## src/rtl/fibonacci_gen.sv

```systemverilog
`default_nettype none
// ============================================================================
//  Module      : fibonacci_gen
//  Description : Parametrised Fibonacci term generator. One term is emitted
//                per step; a step comes either from a rising edge on f_en
//                (step mode) or from a divided tick while f_en is high
//                (free-run mode). Overflow of the WIDTH-bit term either
//                restarts the sequence at F0 (WRAP=1) or halts (WRAP=0).
//  Ports       : clk, rst_n      - clock, asynchronous active-low reset
//                f_en            - step strobe (mode 0) / run enable (mode 1)
//                f_mode          - 0 = step mode, 1 = free-run mode
//                f_clr           - synchronous restart to F0, back to IDLE
//                f_valid         - one-cycle pulse, f_out holds a new term
//                f_out[WIDTH]    - current term, held between steps
//                f_wrap          - pulse with the last term before a wrap
//                f_done          - high while halted (WRAP=0)
//                f_idx[IDX_W]    - index of the term on f_out (FIB_INDEX_EN)
//  Config      : define FIB_INDEX_EN to add the f_idx output.
//  Revision    : 1.0 - initial release
// ============================================================================
module fibonacci_gen #(
    parameter int WIDTH    = 16,
    parameter int TICK_DIV = 5,
    parameter int WRAP     = 1,
    parameter int IDX_W    = 8
) (
    input  logic             clk,
    input  logic             rst_n,
    input  logic             f_en,
    input  logic             f_mode,
    input  logic             f_clr,
    output logic             f_valid,
    output logic [WIDTH-1:0] f_out,
    output logic             f_wrap,
    output logic             f_done
`ifdef FIB_INDEX_EN
    ,
    output logic [IDX_W-1:0] f_idx
`endif
);

    localparam int                 c_CNT_W    = (TICK_DIV > 2) ? $clog2(TICK_DIV) : 1;
    localparam logic [c_CNT_W-1:0] c_CNT_LAST = c_CNT_W'(TICK_DIV - 1);

    localparam logic [1:0] c_IDLE = 2'd0;
    localparam logic [1:0] c_RUN  = 2'd1;
    localparam logic [1:0] c_HALT = 2'd2;

    logic [1:0]         r_state;
    logic [WIDTH-1:0]   r_a;
    logic [WIDTH-1:0]   r_b;
    logic               r_b_ovf;
    logic [c_CNT_W-1:0] r_cnt;
    logic               r_en_q;
    logic [WIDTH-1:0]   r_out;
    logic               r_valid;
    logic               r_wrap;

    logic               w_rise;
    logic               w_run;
    logic               w_tick;
    logic               w_req;
    logic               w_step;
    logic [WIDTH:0]     w_sum;

    assign w_rise = f_en & ~r_en_q;
    assign w_run  = f_en & f_mode;
    assign w_tick = w_run & (r_cnt == c_CNT_LAST);
    assign w_req  = f_mode ? w_tick : w_rise;
    // f_clr wins over a coincident step, and a halted generator ignores steps.
    assign w_step = w_req & (r_state != c_HALT) & ~f_clr;
    // One extra bit so that the carry out of the WIDTH-bit add is kept.
    assign w_sum  = {1'b0, r_a} + {1'b0, r_b};

    always_ff @(posedge clk or negedge rst_n) begin
        if (!rst_n) begin
            r_state <= c_IDLE;
            r_a     <= '0;
            r_b     <= WIDTH'(1);
            r_b_ovf <= 1'b0;
            r_cnt   <= '0;
            // Resets high so an f_en already high through reset is not a rise.
            r_en_q  <= 1'b1;
            r_out   <= '0;
            r_valid <= 1'b0;
            r_wrap  <= 1'b0;
        end else begin
            r_en_q  <= f_en;
            r_valid <= 1'b0;
            r_wrap  <= 1'b0;

            if (f_clr || !w_run) begin
                r_cnt <= '0;
            end else if (r_cnt == c_CNT_LAST) begin
                r_cnt <= '0;
            end else begin
                r_cnt <= r_cnt + c_CNT_W'(1);
            end

            if (f_clr) begin
                r_state <= c_IDLE;
                r_a     <= '0;
                r_b     <= WIDTH'(1);
                r_b_ovf <= 1'b0;
            end else if (w_step) begin
                r_out   <= r_a;
                r_valid <= 1'b1;
                if (r_b_ovf) begin
                    // r_a is the last representable term; b has already overflowed.
                    if (WRAP != 0) begin
                        r_a     <= '0;
                        r_b     <= WIDTH'(1);
                        r_b_ovf <= 1'b0;
                        r_wrap  <= 1'b1;
                        r_state <= c_RUN;
                    end else begin
                        r_state <= c_HALT;
                    end
                end else begin
                    r_a              <= r_b;
                    {r_b_ovf, r_b}   <= w_sum;
                    r_state          <= c_RUN;
                end
            end
        end
    end

    assign f_out   = r_out;
    assign f_valid = r_valid;
    assign f_wrap  = r_wrap;
    assign f_done  = (r_state == c_HALT);

`ifdef FIB_INDEX_EN
    logic [IDX_W-1:0] r_idx;

    // r_a is zero only when the term about to be emitted is F0 (start or
    // after a wrap), so the index restarts there and counts up otherwise.
    always_ff @(posedge clk or negedge rst_n) begin
        if (!rst_n) begin
            r_idx <= '0;
        end else if (f_clr) begin
            r_idx <= '0;
        end else if (w_step) begin
            r_idx <= (r_a == '0) ? '0 : r_idx + IDX_W'(1);
        end
    end

    assign f_idx = r_idx;
`else
    // No index tracking in this build.
`endif

endmodule
`default_nettype wire

```

## config.mk

```make
export PLATFORM = sky130hd
export DESIGN_NAME = fibonacci_gen
export DESIGN_NICKNAME = d
export VERILOG_FILES = /design/src/rtl/fibonacci_gen.sv
export SDC_FILE = /design/constraint.sdc
export NUM_CORES = 1
export LEC_CHECK = 0
export ABC_AREA = 1
export CAP_MARGIN = 20
export CORE_MARGIN = 3
export CORE_UTILIZATION = 45
export DETAILED_ROUTE_END_ITERATION = 6
export PLACE_DENSITY = 0.66
export RECOVER_POWER = 100
export SETUP_SLACK_MARGIN = 0.05
export SKIP_LAST_GASP = 1
export SYNTH_ARGS = -nofsm -noshare
export SYNTH_HDL_FRONTEND = slang
export SYNTH_SLANG_ARGS = --single-unit
```

## constraint.sdc

```tcl
create_clock -name clk -period 1.8 [get_ports clk]
set_input_delay 0.36 -clock clk [delete_from_list [all_inputs] [get_ports clk]]
set_output_delay 0.36 -clock clk [all_outputs]
set_load 0.01 [all_outputs]
```

# After elaboration in Yosys (flattened, before gate mapping)
# Index checks and enable logic that the tools add are counted.
# totals
ff_bits	57
out_inout_bits	19
elab_cells	44
# op_classes
reduce_logical	4
n_bitwise	7
n_eq_ne	3
addsub	2
n_mux	19
# op_table
op	n
16-bit two-way mux	6
16-bit by 16-bit adder with 17-bit output	1
1-bit two-way mux	9
3-bit two-way mux	2
1-bit AND	5
2-bit two-way mux	2
3-bit by 1-bit adder with 3-bit output (second input constant)	1
3-bit equality test (second input constant)	1
2-bit equality test (second input constant)	1
2-bit inequality test (second input constant)	1
1-bit NOT	2
2-bit AND reduction	1
2-bit nonzero test	1
1-bit logical NOT	1
1-bit logical OR	1

# Longest topological paths before layout
# depth
ltp_word	7
depth_mapped	11
depth_no_buf	11

# Worst setup path after synthesis
# No wires, ideal clock.
# synth_timing
path_kind	reg2reg
start	register r_b[0]
end	register r_b[12]
arrival_ps	1632
setup_time_ps	117
slack_ps	51
t_required_ps	1683
path_stages_with_launch	12
cell_sequence	dfstp_2 -> ha_1 -> inv_1 -> fa_1 -> inv_1 -> nand3_1 -> nand3_1 -> nand3_1 -> nand3_1 -> nand2_1 -> nand3_1 -> nand2_1
# synth_via
elab_chain_len	4
# synth_lines
element	line	rtl
start, declared	51	logic [WIDTH-1:0] r_b;
start signal, assigned	121	{r_b_ovf, r_b} <= w_sum;
16-bit by 16-bit adder with 17-bit output	73	assign w_sum = {1'b0, r_a} + {1'b0, r_b};
16-bit two-way mux	108	if (r_b_ovf) begin
16-bit two-way mux	105	end else if (w_step) begin
16-bit two-way mux	100	if (f_clr) begin
# No other way between the ends. The select of a mux whose other input is x is not followed.
# A chain may end at the register's enable or synchronous reset.

# Final worst setup path
# layout_timing
start	register r_b[0]
end	register r_b_ovf
# layout_via
elab_chain_len	4
# layout_lines
element	line	rtl
16-bit by 16-bit adder with 17-bit output	73	
1-bit two-way mux	108	
1-bit two-way mux	105	
1-bit two-way mux	100	
end signal, assigned	121	
end, declared	52	logic r_b_ovf;
# No other way between the ends. The select of a mux whose other input is x is not followed.

==> results.sh <==
export IMPL_crit_path_end_kind="flop"
export IMPL_ios=24
export IMPL_r2r_end="r_b_ovf$_DFFE_PN0P_"
export IMPL_grt_overflow_total=0
export IMPL_status="complete, no violations"
export IMPL_async_flop_share_pct=100.0
export IMPL_vias=2470
export IMPL_min_period_ns=1.745
export IMPL_fp_row_count=29
export IMPL_critPathLaunch="r_b[0]$_DFFE_PN1P_"
export IMPL_cts_tree="built"
export IMPL_relSlewSlack_pct=51.02
export IMPL_grt_setup_unrepaired="true"
export IMPL_initial_core_util_pct=47.35
export IMPL_p_leak_nw=1.959
export IMPL_synth_seq_area_share_pct=44.83
export IMPL_peakVddDrop_mv=0.3321
export IMPL_r2r_start="r_b[0]$_DFFE_PN1P_"
export IMPL_h_tree_depth=2
export IMPL_yosys_cell_types_count=32
export IMPL_die_h_um=88.67
export IMPL_maxCapViolations=0
export IMPL_crit_end="r_b_ovf$_DFFE_PN0P_"
export IMPL_tns_ns=0
export IMPL_power_density_nw_per_um2=565.5
export IMPL_vias_per_cell=4.911
export IMPL_antenna_found_initial=0
export IMPL_drtIter0Drc=142
export IMPL_whs_ns=0.4628
export IMPL_grt_pass1_vias=2299
export IMPL_fin_nets=449
export IMPL_grt_pass1_wl_um=10560
export IMPL_wl_per_cell_um=12.70
export IMPL_hpwl_um=4495
export IMPL_dr_pass1_iters=5
export IMPL_netlist_instances=387
export IMPL_synth_edf_count=0
export IMPL_reg2reg_depth=10
export IMPL_finalSetupViolations=0
export IMPL_crit_type="flop to flop"
export IMPL_cts_made_buffers=5
export IMPL_synth_area_leader_cell="dfrtp_1"
export IMPL_clock_latency_ns=0.31
export IMPL_maxSlewViolCount=0
export IMPL_finClkSkew_ns=0.009275
export IMPL_cp_max_fo=3
export IMPL_remaining_drc_errors=0
export IMPL_start_kind="flop"
export IMPL_diodes=0
export IMPL_routabilityCongestion=0.7947
export IMPL_yosys_most_used_dff="dfrtp_1"
export IMPL_clock_sinks=55
export IMPL_core_sq_um=6495
export IMPL_synthTopCellsByArea="dfrtp_1 43%, nand2_1 16%, inv_1 8.1%, ha_1 7.3%, nand3_1 2.9%"
export IMPL_crit_required_ns=2.05
export IMPL_grt_max_degree=43
export IMPL_max_freq_ghz=0.5730
export IMPL_cts_root_buf="clkbuf_8"
export IMPL_syn_nets=411
export IMPL_finalHoldViolCount=0
export IMPL_syn_avg_cell_area_sq_um=7.947
export IMPL_clockBufferDepth=2
export IMPL_layout_drive_gt1_share_pct=14.55
export IMPL_syn_area_sq_um=3075
export IMPL_r2r_slack_ns=0.05
export IMPL_hold_class="flop to flop"
export IMPL_synth_top_cell_area_share_pct=43.12
export IMPL_yosys_warnings=0
export IMPL_period_share_pct=96.96
export IMPL_clkTransAtPathRegs_ns=0.10
export IMPL_grt_use_total_pct=17.04
export IMPL_areaGrowthSynthToFinish_pct=20.18
export IMPL_ys_seq_elements=55
export IMPL_wl_um=6388
export IMPL_final_util_pct=56.91
export IMPL_die_area_sq_um=7862
export IMPL_port_buffers=22
export IMPL_fp_dieW_um=88.67
export IMPL_tightest_slew_ns=0.7346
export IMPL_crit_arrival_ns=2.00
export IMPL_detail_route_antenna_nets=0
logic make-up (layout without fill, tap and decap cells):
logic type	Yosys count	count (layout)	synth area share, %
AO/OA/AOI/OAI	47	47	10.05
XOR/XNOR	4	4	1.139
adder cells (fa/ha/maj)	19	19	7.974
buffers and inverters	76	115	10.74
flip-flops	55	55	44.83
other	1	1	0.1219
AND/OR/NAND/NOR	185	185	25.14
cell usage in the layout (no fill, tap or decap), types with 2 or more instances in the layout:
master and instances:
clkbuf_8 5, nor2_1 18, o21ai_0 11, a21oi_2 2, a21oi_1 7, inv_1 64, buf_4 9, nand3_1 12
o22ai_1 13, nand4_1 3, buf_12 2, clkdlybuf4s50_1 2, dlygate4sd3_1 20, dfstp_2 2, clkinv_2 2, nand3b_1 3
o21ai_1 3, inv_2 3, nand3_2 4, o22ai_2 2, a22o_1 6, ha_4 6, ha_1 11, nand3_4 2
nor3_1 2, xor2_1 2, buf_6 2, nand2_1 130, dfrtp_1 53, nand2_2 7
metrics by stage:
step	setup WS [ns]	area, sq um	instances	power (mW)
after floorplan	0.05117	3075	387	1.343
after global placement	-0.009371	3446	489	1.417
after detailed placement	-0.05745	3446	489	1.418
after CTS	0.05105	3608	500	2.126
after global routing	-0.04502	3696	503	2.192
final	0.05475	3696	503	2.090
final cells by class:
class                      instances  area, sq um
inverter                          68        256.5
sequential                        55         1379
fill                             581         2799
timing repair buffer              39        371.6
clock buffer                       5        68.82
tap                               77        96.34
multi-input combinational        256         1501
clock inverter                     3        22.52
worst min path at each step:
stage | start | end | slack (ns) | depth (start not counted)
floorplan | rst_n | f_out[0]$_DFFE_PN0P_ | 0.06 | 0
global placement | rst_n | f_valid$_DFF_PN0_ | 0.28 | 1
detailed placement | rst_n | f_valid$_DFF_PN0_ | 0.28 | 1
CTS | rst_n | f_valid$_DFF_PN0_ | 0.47 | 2
global route | r_cnt[0]$_DFF_PN0_ | r_cnt[0]$_DFF_PN0_ | 0.49 | 1
finish | r_cnt[0]$_DFF_PN0_ | r_cnt[0]$_DFF_PN0_ | 0.46 | 1
critical path, stage by stage (launching register included):
cell and delay [ns]:
dfstp_2 0.57, ha_4 0.14, inv_2 0.03, fa_2 0.33, inv_2 0.07, nand3_2 0.09, nand3_4 0.10, a21oi_2 0.08
o21ai_1 0.14, nand2_1 0.07, nand2_1 0.06
cell usage after synthesis (5+ instances only):
cell type,n
o22ai_1,12
o21ai_0,11
buf_6,5
inv_1,66
a22o_1,6
nor2_1,18
a21oi_1,9
nand3_1,18
nand2_1,134
dfrtp_1,53
ha_1,18
power breakdown:
part	internal (mW)	switching, mW
Combinational	0.0504	0.0824
Clock	0.280	0.425
Sequential	1.25	0.00640
routing by layer:
metal | vias up | global-route usage, % | wire length, um
met5 | - | 0 | 0
met4 | 0 | 5.495 | 84
met3 | 5 | 2.700 | 242
met2 | 40 | 26.59 | 2878
met1 | 1137 | 24.20 | 3183
li1 | 1288 | - | -
sequential cells by signal, summed over array words and instances (netlist names):
name,flops
f_out,16
f_valid,1
f_wrap,1
r_a,16
r_b,16
r_b_ovf,1
r_cnt,3
r_en_q,1
timing repair:
action	CTS	global route
setup buffers	2	3
hold buffers	1	0
pin swaps	3	3
setup endpoints to repair	6	10
resized for setup	12	20
hold endpoints to repair	13	0
Power figures use the tool's default switching activity.
